### config.mk
export PLATFORM = sky130hd
export DESIGN_NAME = serial_subs_ctrl
export DESIGN_NICKNAME = d
export VERILOG_FILES = /design/src/rtl/sersub_pkg.sv /design/src/rtl/fullsubs.sv /design/src/rtl/serial_subs_ctrl.sv
export SDC_FILE = /design/constraint.sdc
export NUM_CORES = 1
export LEC_CHECK = 0
export ABC_AREA = 1
export BUFFER_PORTS_ARGS = -buffer_cell sky130_fd_sc_hd__buf_2
export CAP_MARGIN = 20
export CELL_PAD_IN_SITES_DETAIL_PLACEMENT = 0
export CELL_PAD_IN_SITES_GLOBAL_PLACEMENT = 1
export CORE_MARGIN = 3
export CORE_UTILIZATION = 37
export DETAILED_ROUTE_END_ITERATION = 7
export PLACE_DENSITY = 0.78
export SYNTH_ARGS = -nofsm -noshare
export SYNTH_HDL_FRONTEND = slang
export SYNTH_SLANG_ARGS = --single-unit
### constraint.sdc
create_clock -name clk -period 1.35 [get_ports clk]
set_clock_uncertainty 0.1 [all_clocks]
set_input_delay 0.0675 -clock clk [delete_from_list [all_inputs] [get_ports clk]]
set_output_delay 0.0675 -clock clk [all_outputs]
set_load 0.05 [all_outputs]
### src/rtl/sersub_pkg.sv
// Shared types for the bit-serial subtractor: FSM state encoding and counter sizing.
// Latency: n/a (types and constant functions only).
// Backpressure: n/a.
package sersub_pkg;

    // Two-bit encoding; the unused code falls back to idle in the FSM.
    typedef enum logic [1:0] {
        ST_IDLE = 2'd0,
        ST_RUN  = 2'd1,
        ST_DONE = 2'd2
    } state_t;

    // Bit counter width: enough to count W-1, never narrower than one bit.
    function automatic int cnt_width(input int w);
        return (w > 1) ? $clog2(w) : 1;
    endfunction

endpackage

### src/rtl/fullsubs.sv
// One-bit full subtractor cell: diff = x - y - bin, bout = borrow out.
// Latency: combinational.
// Backpressure: none.
module fullsubs (
    input  logic x,
    input  logic y,
    input  logic bin,
    output logic diff,
    output logic bout
);

    assign diff = x ^ y ^ bin;
    assign bout = (~x & y) | (~x & bin) | (y & bin);

endmodule

### src/rtl/serial_subs_ctrl.sv
// Bit-serial W-bit subtractor (diff = a - b mod 2^W), one fullsubs cell stepped LSB-first.
// Latency: accept edge 0 -> done pulse during cycle W+1; one op per W+2 cycles.
// Backpressure: start taken only while ready (idle); start at other times is dropped.
// Build option SERSUB_CHAIN_EN adds chain_in: the held borrow feeds the next op (multi-word).
module serial_subs_ctrl
    import sersub_pkg::*;
#(
    parameter int W = 8
) (
    input  logic         clk,
    input  logic         rst_n,
`ifdef SERSUB_CHAIN_EN
    input  logic         chain_in,
`endif
    input  logic         start,
    input  logic [W-1:0] a,
    input  logic [W-1:0] b,
    output logic         ready,
    output logic         busy,
    output logic         done,
    output logic [W-1:0] diff,
    output logic         bout
);

    localparam int            CW       = cnt_width(W);
    localparam logic [CW-1:0] CNT_LAST = CW'(W - 1);

    state_t        state;
    state_t        state_nxt;
    logic [CW-1:0] cnt;
    logic [W-1:0]  a_sr;
    logic [W-1:0]  b_sr;
    logic [W-1:0]  res_sr;
    logic [W-1:0]  res_nxt;
    logic          borrow;
    logic          cell_diff;
    logic          cell_bout;
    logic          accept;
    logic          last;
    logic          init_borrow;

    fullsubs u_cell (
        .x    (a_sr[0]),
        .y    (b_sr[0]),
        .bin  (borrow),
        .diff (cell_diff),
        .bout (cell_bout)
    );

    // Result register fills from the top so the first (LS) bit ends up at bit 0.
    generate
        if (W == 1) begin : g_res_one
            assign res_nxt = cell_diff;
        end else begin : g_res_wide
            assign res_nxt = {cell_diff, res_sr[W-1:1]};
        end
    endgenerate

`ifdef SERSUB_CHAIN_EN
    // Previous word's final borrow seeds this word when chaining is requested.
    assign init_borrow = chain_in & bout;
`else
    assign init_borrow = 1'b0;
`endif

    // State register.
    always_ff @(posedge clk or negedge rst_n) begin
        if (!rst_n) begin
            state <= ST_IDLE;
        end else begin
            state <= state_nxt;
        end
    end

    // Next-state and status decode.
    always_comb begin
        state_nxt = state;
        ready     = 1'b0;
        busy      = 1'b0;
        done      = 1'b0;
        accept    = 1'b0;
        last      = 1'b0;
        case (state)
            ST_IDLE: begin
                ready = 1'b1;
                if (start) begin
                    accept    = 1'b1;
                    state_nxt = ST_RUN;
                end
            end
            ST_RUN: begin
                busy = 1'b1;
                if (cnt == CNT_LAST) begin
                    last      = 1'b1;
                    state_nxt = ST_DONE;
                end
            end
            ST_DONE: begin
                done      = 1'b1;
                state_nxt = ST_IDLE;
            end
            default: state_nxt = ST_IDLE;
        endcase
    end

    // Operand capture, serial shifting, borrow chain and result hold.
    always_ff @(posedge clk or negedge rst_n) begin
        if (!rst_n) begin
            a_sr   <= '0;
            b_sr   <= '0;
            res_sr <= '0;
            cnt    <= '0;
            borrow <= 1'b0;
            diff   <= '0;
            bout   <= 1'b0;
        end else if (accept) begin
            a_sr   <= a;
            b_sr   <= b;
            cnt    <= '0;
            borrow <= init_borrow;
        end else if (busy) begin
            a_sr   <= a_sr >> 1;
            b_sr   <= b_sr >> 1;
            res_sr <= res_nxt;
            borrow <= cell_bout;
            cnt    <= cnt + CW'(1);
            // Outputs load on the last bit so they are stable for the whole done cycle.
            if (last) begin
                diff <= res_nxt;
                bout <= cell_bout;
            end
        end
    end

endmodule
==> results of run 1 <==
repair_timing:
action                                  CTS  global route
endpoints found under the hold margin    51             0
gates resized for setup                  15            13
pin swaps                                 2             4
cloned                                    0             2
buffers inserted                          6             4
hold buffers                             14             0
endpoints found under the setup margin    4            26
placed cells by master, fill, tap and decap left out, types with 2 or more instances in the layout:
master and count:
nand2_1 98, dfrtp_1 36, nand3_1 28, buf_2 27, inv_1 16, buf_4 16
dlygate4sd3_1 14, o21ai_0 6, buf_6 6, clkbuf_8 5, nor2_4 3, nand2_2 3
o21ai_2 3, nand2_4 2, inv_2 2, nand3_2 2, clkinv_2 2, buf_8 2
buf_12 2, dfrtp_2 2
tightest hold or removal path, delay by kind of cell:
family | cells | cell delay (ns)
simple gates | 2 | 0.20
buf+inv | 1 | 0.07
where the power goes:
part	total [W]	leakage, nW	internal [W]	switching [W]
clock network	0.000713	0.0438	0.000346	0.000367
registers	0.00198	0.478	0.00166	0.000322
logic	0.00292	0.831	0.00117	0.00175
path summary, 6_finish.rpt:
check                      cells past startpoint  slack (ns)      from  endpoint
max                                            4       0.004  state[1]      busy
min                                            3      -0.004      b[0]   b_sr[0]
max reg2reg                                    5        0.04  state[0]    cnt[0]
min reg2reg                                    2        0.37   diff[1]   diff[1]
max in group asynchronous                      3        0.52     rst_n  state[0]
min in group asynchronous                      3        0.27     rst_n   a_sr[4]
kinds of logic after synthesis:
| group | count (synthesis) | share of synthesized area (%) |
|---|---|---|
| buf+inv | 31 | 9.05 |
| fa+ha+maj | 3 | 2.47 |
| compound gates | 10 | 3.56 |
| flops | 38 | 52.1 |
| simple gates | 136 | 32.8 |
cell type report:
type	count	area share, %
tap	65	3.28
inverter	20	3.33
sequential	38	38.4
clock buffer	5	2.77
multi-input combinational	150	30.0
timing repair buffer	68	21.8
clock inverter	2	0.404
sequential cells by signal (all words and copies together) (netlist names):
register  flops
borrow        1
a_sr          8
res_sr        7
cnt           3
bout          1
state         2
diff          8
b_sr          8
stage by stage:
stage | worst slack, ns | TNS (ns) | hold WS [ns] | total power, W | cells
finish | 0.00403 | 0 | -0.00397 | 0.00562 | 348
global route | -0.0324 | -0.0916 | 0.0112 | 0.00610 | 348
CTS | 0.00805 | 0 | 0.00328 | 0.00546 | 342
detailed placement | 0.0134 | 0 | 0.0514 | 0.00448 | 315
global placement | 0.0404 | 0 | 0.0474 | 0.00445 | 315
floorplan | 0.0494 | 0 | -0.328 | 0.00387 | 218
per-layer routing:
metal,share of wire [%],track usage [%]
met4,1.0,4.89
met3,2.8,2.48
met5,0,0
met2,49,23.1
met1,47,19.0
==> results.sh, run 1 <==
export IMPL_seq_area_frac_synth_pct=52.1
export IMPL_ant_nets=0
export IMPL_setup_viol=0
export IMPL_cts_buffer_depth=2
export IMPL_cellLeakagePower_nw=1.35
export IMPL_post_dp_hpwl_um=2530
export IMPL_cpMaxStageDelayCell="dfrtp_2"
export IMPL_finalHoldViolCount=2
export IMPL_cts_tree="yes"
export IMPL_fin_area_sq_mm=0.00248
export IMPL_crit_buf_inv=3
export IMPL_drv_cap=0
export IMPL_status="finished with violations"
export IMPL_vdd_drop_max_v=0.000729
export IMPL_n_fill_cell=453
export IMPL_synth_area_sq_mm=0.00183
export IMPL_power_density_mw_per_mm2=2260
export IMPL_synth_top_area_share_pct=52.1
export IMPL_min_period_over_period_pct=99.7
export IMPL_yosys_area_top_type="dfrtp_1"
export IMPL_crit_fanout=6
export IMPL_rsz0062_at_grt="true"
export IMPL_violations="hold timing"
export IMPL_die_w_um=76.2
export IMPL_synth_seq_cells=38
export IMPL_synthArstFlopShare_pct=100
export IMPL_nets=305
export IMPL_crit_chain="inv_4, nand2_4, inv_6, buf_8"
export IMPL_worst_slew_pin_transition_ns=0.487
export IMPL_post_route_util_pct=54.3
export IMPL_slew_viol_final=0
export IMPL_synth_edf_count=0
export IMPL_first_iter_violations=64
export IMPL_startpoint_type="flop"
export IMPL_first_global_vias=1475
export IMPL_ff_latch_area_sq_um=953
export IMPL_ioPinCount=31
export IMPL_clock_sinks=38
export IMPL_die_h_um=76.2
export IMPL_maxSlewHeadroom_pct=67.6
export IMPL_die_area_sq_mm=0.00581
export IMPL_crit_type="reg2out"
export IMPL_synth_area_top_cells="dfrtp_1 (52%), nand2_1 (20%), nand3_1 (7.7%)"
export IMPL_row_count=24
export IMPL_critical_path_required_ns=1.18
export IMPL_multi_input_area_sq_um=743
export IMPL_grt_pass1_wl_um=6750
export IMPL_fin_crit_ns=1.35
export IMPL_io_buffers=30
export IMPL_cts_max_level=2
export IMPL_end_kind="output port"
export IMPL_grt_usage_pct=14.2
export IMPL_firstDrtPassIters=4
export IMPL_clock_latency_ns=0.28
export IMPL_synth_area_per_cell_sq_um=8.37
export IMPL_synthCells=218
export IMPL_max_freq_mhz=743
export IMPL_root_buffer="clkbuf_8"
export IMPL_n_antenna_cell=0
export IMPL_crit_arrival_ns=1.18
export IMPL_hold_path_class="in2reg"
export IMPL_path_delay_family="flip-flops"
export IMPL_critical_path_max_stage_delay_ns=0.47
export IMPL_synth_common_cells="nand2_1 (98), dfrtp_1 (38), nand3_1 (28)"
export IMPL_layout_drive_gt1_share_pct=29.3
export IMPL_placed_area_sq_mm=0.00208
export IMPL_synth_most_common_cell="nand2_1"
export IMPL_synthesis_nets=240
export IMPL_gp_congestion=0.736
export IMPL_clkTransAtPathRegs_ns=0.07
export IMPL_initial_core_util_pct=40.0
export IMPL_area_growth_pct=35.8
export IMPL_yosysWarnings=0
export IMPL_wl_um=3920
export IMPL_drc=0
export IMPL_synth_flop_cell="dfrtp_1"
export IMPL_synthDistinctLibCells=20
export IMPL_wire_per_inst_um=11.3
export IMPL_hold_ws_ns=-0.00397
export IMPL_overflow=0
export IMPL_numCtsBuffers=5
export IMPL_vias=1523
export IMPL_grt_max_degree=39
export IMPL_vias_per_cell=4.38
export IMPL_core_area_sq_mm=0.00456
export IMPL_antenna_found_initial=0
No activity file was read; power rests on OpenSTA's default activity.
==> run 2, diff against run 1 <==
CORE_ASPECT_RATIO = 0.9   (was default)
CORE_MARGIN = default   (was 3)
SETUP_SLACK_MARGIN = 0.15   (was default)
==> run 2 against run 1 <==
The run now ends clean. Global-route usage rose by 2.6 points. First-iteration DRC count is 44% higher. Flip-flop and latch count did not move. Sequential power hardly changed. Cell count rose by 1.7%. Worst setup slack improved by 0.0016 ns. Maximum frequency increased by 0.12%. Register-to-register slack hardly changed. Clock-buffer cell count up 1. Critical path type unchanged. Largest power group unchanged. Highest routed layer unchanged.
==> results.sh, run 2 (synthesis gave the netlist of run 1 again) <==
export IMPL_maxSlewHeadroom_pct=82.2
export IMPL_grt_max_degree=39
export IMPL_grt_pass1_wl_um=6620
export IMPL_drc=0
export IMPL_crit_arrival_ns=1.18
export IMPL_row_count=23
export IMPL_startpoint_type="flop"
export IMPL_worst_slew_pin_transition_ns=0.267
export IMPL_multi_input_area_sq_um=813
export IMPL_swShare_pct=42.0
export IMPL_ioPinCount=31
export IMPL_die_h_um=68.6
export IMPL_finalHoldViolCount=0
export IMPL_cpMaxStageDelayCell="dfrtp_2"
export IMPL_root_buffer="clkbuf_8"
export IMPL_post_dp_hpwl_um=2350
export IMPL_min_period_over_period_pct=99.6
export IMPL_io_buffers=30
export IMPL_wire_per_inst_um=11.9
export IMPL_crit_chain="buf_6, nor2_4, buf_8"
export IMPL_overflow=0
export IMPL_crit_buf_inv=2
export IMPL_setup_ws_ns=0.00560
export IMPL_ff_latch_area_sq_um=953
export IMPL_vdd_drop_max_v=0.00123
export IMPL_n_fill_cell=426
export IMPL_power_frac_seq_pct=32.4
export IMPL_wl_um=4200
export IMPL_ant_nets=0
export IMPL_setup_viol=0
export IMPL_path_delay_family="flip-flops"
export IMPL_vias=1592
export IMPL_cts_buffer_depth=2
export IMPL_cts_max_level=2
export IMPL_clock_latency_ns=0.29
export IMPL_area_growth_pct=47.1
export IMPL_max_freq_mhz=744
export IMPL_first_global_vias=1474
export IMPL_antenna_found_initial=0
export IMPL_initial_core_util_pct=39.6
export IMPL_status="finished clean"
export IMPL_hold_path_class="in2reg"
export IMPL_cellLeakagePower_nw=1.42
export IMPL_top_regs="a_sr x8, b_sr x8, diff x8"
export IMPL_layout_drive_gt1_share_pct=32.5
export IMPL_clkTransAtPathRegs_ns=0.07
export IMPL_die_w_um=76.0
export IMPL_critical_path_max_stage_delay_ns=0.50
export IMPL_first_iter_violations=92
export IMPL_power_share_combinational_pct=51.7
export IMPL_grt_usage_pct=16.8
export IMPL_internal_power_w=0.00358
export IMPL_cts_tree="yes"
export IMPL_core_area_sq_mm=0.00460
export IMPL_drv_cap=0
export IMPL_power_density_mw_per_mm2=2300
export IMPL_n_antenna_cell=0
export IMPL_fin_crit_ns=1.34
export IMPL_p_switching_w=0.00260
export IMPL_gp_congestion=0.734
export IMPL_end_kind="output port"
export IMPL_vias_per_cell=4.50
export IMPL_place_ws_ns=0.0316
export IMPL_crit_fanout=6
export IMPL_firstDrtPassIters=4
export IMPL_clock_sinks=38
export IMPL_final_cell_mix="nand2_1 (92), dfrtp_1 (36), nand3_1 (28)"
export IMPL_rsz0062_at_grt="true"
export IMPL_nets=314
export IMPL_slew_viol_final=0
export IMPL_layout_commonest_cell="nand2_1"
export IMPL_numCtsBuffers=5
export IMPL_power_frac_clock_pct=15.9
export IMPL_critical_path_required_ns=1.18
export IMPL_crit_type="reg2out"
export IMPL_die_area_sq_mm=0.00522
export IMPL_tns_ns=0
run 2: cell types whose count changed in the layout (fill, tap and decap cells not counted), sizes merged:
| cell | previous run | this run |
|---|---|---|
| buf | 53 | 59 |
| dlygate4sd3 | 14 | 17 |
| clkinv | 2 | 0 |
| bufinv | 0 | 1 |
| nand2 | 103 | 104 |
run 2: what timing repair did:
item,4_1_cts,5_1_grt
setup buffers,9,6
hold buffers,17,0
resized for setup,28,14
hold endpoints to repair,54,0
cloned,2,2
pin swaps,5,15
endpoints found under the setup margin,37,40
run 2: power by group through the flow:
stage	combinational, W	sequential, W	clock [W]
after floorplan	0.00158	0.00235	0
after global placement	0.00244	0.00199	0
after detailed placement	0.00245	0.00199	0
after CTS	0.00289	0.00199	0.000998
after global routing	0.00348	0.00208	0.00105
final	0.00319	0.00200	0.000979
run 2: path summary, 6_finish.rpt:
check / depth (start not counted) / slack (ns) / from / end
worst max register to register: 5 / 0.03 / state[0] / a_sr[3]
worst max-delay path: 3 / 0.006 / state[0] / done
max in group asynchronous: 3 / 0.78 / rst_n / state[0]
min in group asynchronous: 3 / 0.17 / rst_n / a_sr[7]
worst min register to register: 2 / 0.37 / res_sr[6] / diff[5]
worst min-delay path: 4 / 0.1 / start / b_sr[2]
run 2: through the flow:
step	cells	cell area (sq um)	hold WS [ns]	power, W	utilization (%)
after floorplan	218	1850	-0.328	0.00393	-
after global placement	311	2090	-0.0503	0.00443	45.4
after detailed placement	311	2090	-0.0491	0.00445	45.4
after CTS	346	2550	0.0746	0.00588	55.4
after global routing	354	2690	0.124	0.00661	58.3
final	354	2690	0.0993	0.00617	58.3
run 2: layout make-up:
cell class / count / share of cell area (%)
Clock inverter: 1 / 1.12
Tap cell: 62 / 2.89
Inverter: 20 / 3.26
Multi-Input combinational cell: 151 / 30.3
Sequential cell: 38 / 35.5
Clock buffer: 6 / 3.08
Timing Repair Buffer: 76 / 23.9
run 2: per-layer routing:
layer	part of all wire (%)	GRT usage, %	vias to the layer above	wire (um)
met5	0	0	-	0
met4	1.4	6.97	0	57
met3	3.2	5.00	5	133
met2	46	28.5	27	1920
met1	50	20.3	732	2090
li1	-	-	828	-
run 2: worst register-to-register path, stage by stage, from the launching register on:
cell and delay [ns]:
dfrtp_2 0.50, buf_4 0.17, o21ai_4 0.20, buf_4 0.18
nand2_1 0.05, nand2_1 0.06
